File: src/rtl/dice_pkg.sv
// Shared constants for the multi-channel dice roller: mode encodings,
// Galois LFSR tap masks, the per-channel seed scramble and a clog2 helper.
package dice_pkg;

    typedef enum logic [1:0] {
        MODE_IDLE     = 2'd0,
        MODE_SHOW_CH  = 2'd1,
        MODE_SHOW_SUM = 2'd2
    } mode_e;

    // Right-shifting Galois masks for maximal-length polynomials.
    localparam logic [7:0]  LFSR_TAPS_8  = 8'hB8;
    localparam logic [15:0] LFSR_TAPS_16 = 16'hB400;
    localparam logic [31:0] LFSR_TAPS_32 = 32'h8020_0003;

    localparam logic [15:0] SEED_SCRAMBLE = 16'h9E37;

    function automatic int clog2(input int v);
        int r;
        r = 0;
        while ((1 << r) < v) r++;
        return r;
    endfunction

    function automatic logic [31:0] lfsr_taps(input int w);
        case (w)
            8:       return {24'h0, LFSR_TAPS_8};
            16:      return {16'h0, LFSR_TAPS_16};
            default: return LFSR_TAPS_32;
        endcase
    endfunction

endpackage

File: src/rtl/lfsr_gen.sv
// Free-running Galois LFSR; reloads its seed on reset and never sits at zero.
module lfsr_gen
    import dice_pkg::*;
#(
    parameter int                LFSR_W = 16,
    parameter logic [LFSR_W-1:0] SEED   = LFSR_W'(1)
) (
    input  logic              clk,
    input  logic              rst,
    output logic [LFSR_W-1:0] value
);

    localparam logic [LFSR_W-1:0] TAPS = LFSR_W'(lfsr_taps(LFSR_W));
    localparam logic [LFSR_W-1:0] INIT = (SEED == '0) ? LFSR_W'(1) : SEED;

    logic [LFSR_W-1:0] value_q, value_d;

    always_comb begin
        value_d = value_q >> 1;
        if (value_q[0]) value_d = (value_q >> 1) ^ TAPS;
    end

    always_ff @(posedge clk) begin
        if (rst) value_q <= INIT;
        else     value_q <= value_d;
    end

    assign value = value_q;

endmodule

File: src/rtl/multi_dice_roller.sv
// NUM_CH dice channels with per-channel roll buttons, a sum view and clear;
// a mode FSM selects what the registered LED bus shows.
module multi_dice_roller
    import dice_pkg::*;
#(
    parameter int          NUM_CH  = 2,
    parameter int          RAND_W  = 5,
    parameter int          MAX_VAL = 6,
    parameter int          LFSR_W  = 16,
    parameter logic [15:0] SEED    = 16'hACE1,
    localparam int         SUM_W   = RAND_W + clog2(NUM_CH),
    localparam int         CH_W    = (clog2(NUM_CH) < 1) ? 1 : clog2(NUM_CH)
) (
    input  logic              clk,
    input  logic              rst,
    input  logic [NUM_CH-1:0] btn_roll,
    input  logic              btn_sum,
    input  logic              btn_clear,
    output logic [SUM_W-1:0]  led,
    output logic [1:0]        mode,
    output logic [CH_W-1:0]   cur_ch,
    output logic [NUM_CH-1:0] rolled,
    output logic              roll_evt
);

    logic [LFSR_W-1:0] lfsr [NUM_CH];

    for (genvar k = 0; k < NUM_CH; k++) begin : g_ch
        localparam logic [31:0] RAW = 32'(SEED) ^ (32'(k + 1) * 32'(SEED_SCRAMBLE));
        localparam logic [LFSR_W-1:0] CH_SEED =
            (RAW[LFSR_W-1:0] == '0) ? LFSR_W'(1) : RAW[LFSR_W-1:0];
        lfsr_gen #(.LFSR_W(LFSR_W), .SEED(CH_SEED)) u_lfsr (
            .clk   (clk),
            .rst   (rst),
            .value (lfsr[k])
        );
    end

    logic [NUM_CH-1:0] roll_q;
    logic              sum_q, clear_q;
    logic [NUM_CH-1:0] roll_ev;
    logic              sum_ev, clear_ev;

    assign roll_ev  = btn_roll & ~roll_q;
    assign sum_ev   = btn_sum & ~sum_q;
    assign clear_ev = btn_clear & ~clear_q;

    logic            roll_hit;
    logic [CH_W-1:0] roll_idx;

    // Descending scan so the lowest-numbered requesting channel wins.
    always_comb begin
        roll_hit = 1'b0;
        roll_idx = '0;
        for (int i = NUM_CH - 1; i >= 0; i--) begin
            if (roll_ev[i]) begin
                roll_hit = 1'b1;
                roll_idx = CH_W'(i);
            end
        end
    end

    logic [LFSR_W-1:0] sel_lfsr;
    logic [RAND_W-1:0] roll_val;
    logic              lfsr_unused;

    assign sel_lfsr    = lfsr[roll_idx];
    assign roll_val    = RAND_W'((32'(sel_lfsr[RAND_W-1:0]) % MAX_VAL) + 1);
    assign lfsr_unused = ^sel_lfsr[LFSR_W-1:RAND_W];

    mode_e mode_q, mode_d;

    always_ff @(posedge clk) begin
        if (rst) mode_q <= MODE_IDLE;
        else     mode_q <= mode_d;
    end

    always_comb begin
        mode_d = mode_q;
        if (clear_ev)      mode_d = MODE_IDLE;
        else if (roll_hit) mode_d = MODE_SHOW_CH;
        else if (sum_ev)   mode_d = MODE_SHOW_SUM;
    end

    logic [RAND_W-1:0] hold_q [NUM_CH];
    logic [RAND_W-1:0] hold_d [NUM_CH];
    logic [NUM_CH-1:0] rolled_q, rolled_d;
    logic [CH_W-1:0]   cur_ch_q, cur_ch_d;
    logic              evt_q, evt_d;
    logic [SUM_W-1:0]  led_q, led_d;
    logic [SUM_W-1:0]  sum_w;

    always_comb begin
        hold_d   = hold_q;
        rolled_d = rolled_q;
        cur_ch_d = cur_ch_q;
        evt_d    = 1'b0;
        if (clear_ev) begin
            hold_d   = '{default: '0};
            rolled_d = '0;
            cur_ch_d = '0;
        end else if (roll_hit) begin
            hold_d[roll_idx]   = roll_val;
            rolled_d[roll_idx] = 1'b1;
            cur_ch_d           = roll_idx;
            evt_d              = 1'b1;
        end
    end

    always_comb begin
        sum_w = '0;
        for (int i = 0; i < NUM_CH; i++) sum_w = sum_w + SUM_W'(hold_q[i]);
    end

    // LED follows the registered state, so it lags an event by one edge.
    always_comb begin
        led_d = '0;
        case (mode_q)
            MODE_SHOW_CH:  led_d = SUM_W'(hold_q[cur_ch_q]);
            MODE_SHOW_SUM: led_d = sum_w;
            default:       led_d = '0;
        endcase
    end

    always_ff @(posedge clk) begin
        if (rst) begin
            roll_q   <= '0;
            sum_q    <= 1'b0;
            clear_q  <= 1'b0;
            hold_q   <= '{default: '0};
            rolled_q <= '0;
            cur_ch_q <= '0;
            evt_q    <= 1'b0;
            led_q    <= '0;
        end else begin
            roll_q   <= btn_roll;
            sum_q    <= btn_sum;
            clear_q  <= btn_clear;
            hold_q   <= hold_d;
            rolled_q <= rolled_d;
            cur_ch_q <= cur_ch_d;
            evt_q    <= evt_d;
            led_q    <= led_d;
        end
    end

    assign led      = led_q;
    assign mode     = mode_q;
    assign cur_ch   = cur_ch_q;
    assign rolled   = rolled_q;
    assign roll_evt = evt_q;

endmodule
File: config.mk
export PLATFORM = sky130hd
export DESIGN_NAME = multi_dice_roller
export DESIGN_NICKNAME = d
export VERILOG_FILES = /design/src/rtl/dice_pkg.sv /design/src/rtl/lfsr_gen.sv /design/src/rtl/multi_dice_roller.sv
export SDC_FILE = /design/constraint.sdc
export NUM_CORES = 1
export LEC_CHECK = 0
export CAP_MARGIN = 40
export CORE_MARGIN = 3
export CORE_UTILIZATION = 35
export CTS_CLUSTER_DIAMETER = 40
export DETAILED_ROUTE_END_ITERATION = 6
export PLACE_DENSITY_LB_ADDON = 0.3
export SLEW_MARGIN = 40
export SYNTH_ARGS = -nofsm -noshare
export SYNTH_HDL_FRONTEND = slang
export SYNTH_HIERARCHICAL = 1
export SYNTH_SLANG_ARGS = --single-unit
File: constraint.sdc
create_clock -name clk -period 7.6 [get_ports clk]
set_clock_uncertainty 0.2 [all_clocks]
set_input_delay 0.76 -clock clk [delete_from_list [all_inputs] [get_ports clk]]
set_output_delay 0.76 -clock clk [all_outputs]
set_load 0.03 [all_outputs]
* Yosys cells after proc, flatten, opt, wreduce, memory -nomap -nowiden *
Cells that the tools add are included.

word-level totals
  bits in registers = 58
  input bits = 6

cells by class
  $add $sub $neg = 2
  divide/modulo/power cells = 1
  order comparisons = 5
  eq/ne operators = 2
  multiplexer cells = 20
  bitwise gates (word level) = 12
  reductions and logical operators = 6

operators with widths
  cell                                                                           number
  5-bit 2-to-1 mux                                                               7
  5-bit by 3-bit remainder unit with 32-bit output (second input constant)       1
  16-bit 2-to-1 mux                                                              1
  14-bit 2-to-1 mux                                                              1
  6-bit case mux with 2 select lines                                             1
  10-bit bitwise mux                                                             1
  3-bit inverter with 4-bit output                                               2
  1-bit 2-to-1 mux                                                               7
  5-bit by 5-bit adder with 6-bit output                                         1
  5-bit by 1-bit adder with 5-bit output (second input constant)                 1
  5-bit demux with 1-bit select                                                  1
  2-bit >= comparator (second input constant)                                    2
  1-bit inverter with 2-bit output                                               2
  2-bit OR reduction                                                             2
  1-bit inverter                                                                 3
  3-bit OR reduction                                                             1
  1-bit bitwise AND                                                              2
  2-bit bitwise AND                                                              1
  2-bit by 1-bit == test with 1-bit output (second input constant)               1
  2-bit == test (second input constant)                                          1
  1-bit logical AND                                                              2
  1-bit by 2-bit less-than comparator with 1-bit output (second input constant)  1
  2-bit by 1-bit less-than comparator with 1-bit output (second input constant)  1
  2-bit inverter                                                                 1
  4 further kinds                                                                4

* Logic depth before layout (Yosys ltp) *
  word-level depth = 11
  mapped depth = 13
  depth with buffers taken out = 13

* Cells and area by module *
Netlist, hierarchy kept.

by module, submodules not included
  module                     instances  cells each  area an instance (um^2)  sequential area each (um^2)
  multi_dice_roller          1          175         1539.0                   520.5
  lfsr_gen (g_ch[1].u_lfsr)  1          49          558.0                    320.3
  lfsr_gen (g_ch[0].u_lfsr)  1          48          553.0                    320.3

* Worst setup path after synthesis *
OpenSTA, ideal clock, no wires.

  path kind = input -> register
  start point = input port btn_roll[0]
  end point = register hold_q[4] (netlist bit)
  setup time = 0.086 ns
  arrival time = 3.032 ns
  data required time = 7.314 ns
  slack = 4.282 ns
  cell stages on the path = 12
  buffers on the path = 0
  cell sequence = and2b_4 nor2_1 o21ai_0 ha_1 a21oi_1 o22ai_1 a2111oi_4 xnor2_1 ha_1 nand4b_1 xor2_1 a211oi_1

on the way
  cells in the longest elaborated chain, start to end = 9
  elaborated cells on any way between the ends = 15
  those cells by class = 1 x add/sub; 1 x div; 2 x order compare; 8 x mux; 2 x bitwise; 1 x reduce/logical

RTL lines
  item                                                    RTL line                                           source
  start: declaration                                      multi_dice_roller.sv:16                            input logic [NUM_CH-1:0] btn_roll,
  2-bit bitwise AND (*)                                   multi_dice_roller.sv:44                            assign roll_ev = btn_roll & ~roll_q;
  1-bit 2-to-1 mux                                        multi_dice_roller.sv:56                            if (roll_ev[i]) begin
  1-bit inverter with 2-bit output (not written as such)  multi_dice_roller.sv:67, multi_dice_roller.sv:103
  5-bit 2-to-1 mux (not written as such) (3 in a row)     multi_dice_roller.sv:67                            assign sel_lfsr = lfsr[roll_idx];
  5-bit by 3-bit remainder unit with 32-bit output        multi_dice_roller.sv:68                            assign roll_val = RAND_W'((32'(sel_lfsr[RAND_W-1:0]) % MAX_VAL) + 1);
  5-bit by 1-bit adder with 5-bit output                  multi_dice_roller.sv:68
  10-bit bitwise mux                                      multi_dice_roller.sv:103                           hold_d[roll_idx] = roll_val;
  end signal: assignment                                  multi_dice_roller.sv:139                           hold_q <= hold_d;
  end: declaration                                        multi_dice_roller.sv:85                            logic [RAND_W-1:0] hold_q [NUM_CH];

Mark *: on every way between the ends. The rest lies on a longest branch, timed or not. The select of a mux whose other input is x is not followed.
A chain may end at the register's enable or synchronous reset.

* Final worst setup path *
  start point = input port btn_roll[0]
  end point = register hold_q[9] (netlist bit)

The elaborated chain is that of the path after synthesis.

==> flow_summary_export.csv <==
group,metric,value,unit
sta,final_hold_viol_count,0,
clock_tree,cts_tree,"done",
global_route,grt_max_degree,42,
placement,hpwl,2999,um
global_route,first_global_vias,1708,
critical_path,worstReg2RegStart,"roll_q[0]",
route,final_antenna_net_count,0,
worst_hold_path,worstHoldStart,"g_ch[0].u_lfsr/value[5]",
global_route,grt_pass1_wl,7617,um
critical_path,crit_type,"input pin to flip-flop",
global_route,grt-ovfl-total,0,
sta,timing.final.crit_period,4.039,ns
placement,io_buffer_count,17,
synth,syn_nets,273,
floorplan,dieArea,8285,um^2
critical_path,cp.required,7.65,ns
route,drt-total-wl,4311,um
critical_path,crit_path_frequent_cell,"ha_1",
synth,netlist_area,2530,um^2
clock_tree,postCtsSetupBuffers,0,
placement,dpl_cell_area,2703,um^2
final_layout,drive_gt1_share,10.29,%
sta,slew_viol_final,0,
run,drv_cap,0,
sta,setup_tns,0,ns
clock_tree,ctsLongestPathBuffers,2,
sta,setup_ws,3.561,ns
floorplan,rows,30,
global_route,antenna_found_initial,0,
placement,gp_congestion,0.8991,
power_and_ir_drop,leakage,1.165,nW
clock_tree,cts_sinks,58,
worst_hold_path,holdPathEnd,"g_ch[0].u_lfsr/value[4]",
clock_tree,clockRootBuffer,"clkbuf_8",
critical_path,worst_ep_arrival_time,4.09,ns
sta,holdWs,0.2056,ns
synth,ys_warn_count,6,
worst_hold_path,min_path_type,"flip-flop to flip-flop",
critical_path,crit_chain,"clkdlybuf4s50_1, and2b_4, nor2_2, o21ai_0, ha_1, a21oi_1, o22ai_1, a2111oi_4, xnor2_1, ha_1, nand4b_1, xor2_1, a211oi_1",
critical_path,worst_setup_path_end_kind,"flip-flop",
critical_path,cp_slowest_cell,"a2111oi_4",
global_route,grt_use_total,11.38,%
final_layout,stdcell_area,2938,um^2
floorplan,fp.dieW,91.02,um
sta,clock.fmax,247.6,MHz
final_layout,utilization,42.54,%
final_layout,syn_to_final_growth,16.12,%
critical_path,r2r_cells,12,
power_and_ir_drop,max-vdd-ir-drop,0.1598,mV
critical_path,r2r_setup_slack,4.09,ns
final_layout,diodes,0,
sta,rsz0062_at_grt,"no",
final_layout,layout.filler_cells,689,
route,drt-pass1-iter-count,4,
sta,tightest_slew,0.5087,ns
route,via_per_inst,4.647,
final_layout,num-nets-final,284,
floorplan,core_area,6907,um^2
floorplan,fp.dieH,91.02,um
critical_path,crit_path_start_kind,"input pin",
route,initialDrtViolationCount,100,
clock_tree,cts.htree.levels,3,
clock_tree,clkTransAtPathRegs,0.06,ns
sta,slew_headroom,66.05,%
critical_path,regToRegEndpoint,"hold_q[9]",
floorplan,io_pins,18,
route,drc,0,
route,num_vias,1710,
synth,syn_avg_cell_area,9.883,um^2
sta,period_share,53.14,%
clock_tree,postCtsResizedCells,0,
clock_tree,ctsHoldBuffers,0,
route,wl_per_cell,11.71,um
outcome,status,"completed",
sta,setup_viol,0,
critical_path,slowest_delay,0.54,ns
synth,synthCells,256,
floorplan,initial_utilization,36.63,%
worst_hold_path,whs_path_depth,1,
placement,dp_slack,2.920,ns
critical_path,worstPathMaxFanout,15,
power_and_ir_drop,powerDensity,258.6,nW/um^2
clock_tree,clkLatencyLatePin,0.33,ns
clock_tree,cts_inserted_buffers,9,
-- sequential cells by signal (all words and copies together) (netlist names) --
name	cells
roll_q	2
rolled	2
roll_evt	1
sum_q	1
led	6
hold_q	10
clear_q	1
cur_ch	1
mode	2
g_ch.u_lfsr/value	32
-- per-layer routing --
layer / part of all wire (%) / GRT usage, %
met1: 47 / 13.66
met4: 1.0 / 3.392
met3: 5.3 / 5.302
met2: 47 / 18.15
met5: 0 / 0
-- stage by stage --
| step | power (W) | std cells |
|---|---|---|
| after floorplan | 0.0004144 | 256 |
| after global placement | 0.0004312 | 352 |
| after detailed placement | 0.0004323 | 352 |
| after CTS | 0.0007684 | 368 |
| after global routing | 0.0007944 | 368 |
| final | 0.0007597 | 368 |
-- worst max-delay path by stage --
stage,start,to,slack [ns],cells past startpoint
2_1_floorplan,btn_roll[0],hold_q[4],4.28,12
3_3_place_gp,btn_roll[0],hold_q[9],3.08,13
3_5_place_dp,btn_roll[0],hold_q[4],2.92,13
4_1_cts,btn_roll[0],hold_q[4],3.27,13
5_1_grt,btn_roll[0],hold_q[9],3.24,13
6_report,btn_roll[0],hold_q[9],3.56,13
-- cells in the final DEF (no fill, tap or decap), drive strengths merged, types with 5 or more instances in the layout --
cell,n
o21ai,9
clkbuf,10
xnor2,13
nand3,5
and2b,14
inv,7
clkdlybuf4s50,17
dfxtp,58
nor2,22
or2,12
nand2b,6
a21oi,12
ha,10
mux2i,5
nand2,14
a211oi,6
nor2b,12
-- worst max-delay path, delay by kind of cell --
family	cells	cell delay (ns)
compound gates	5	1.25
buf+inv	1	0.44
fa+ha+maj	2	0.46
xor+xnor	2	0.36
simple gates	3	0.80
-- power breakdown --
part | switching, W | leakage [nW] | internal [W] | total, W
Sequential | 0.0000119 | 0.479 | 0.000322 | 0.000333
Combinational | 0.0000497 | 0.566 | 0.0000432 | 0.0000929
Clock | 0.000117 | 0.120 | 0.000216 | 0.000333
-- layout make-up --
cell class,count,area (um^2),share of cell area [%]
multi-input combinational,173,1220,41.52
sequential,58,1161,39.52
timing repair buffer,18,177.7,6.048
clock buffer,10,127.6,4.344
tap,96,120.1,4.089
clock inverter,6,105.1,3.578
inverter,7,26.28,0.8944
Power figures use the tool's default switching activity.
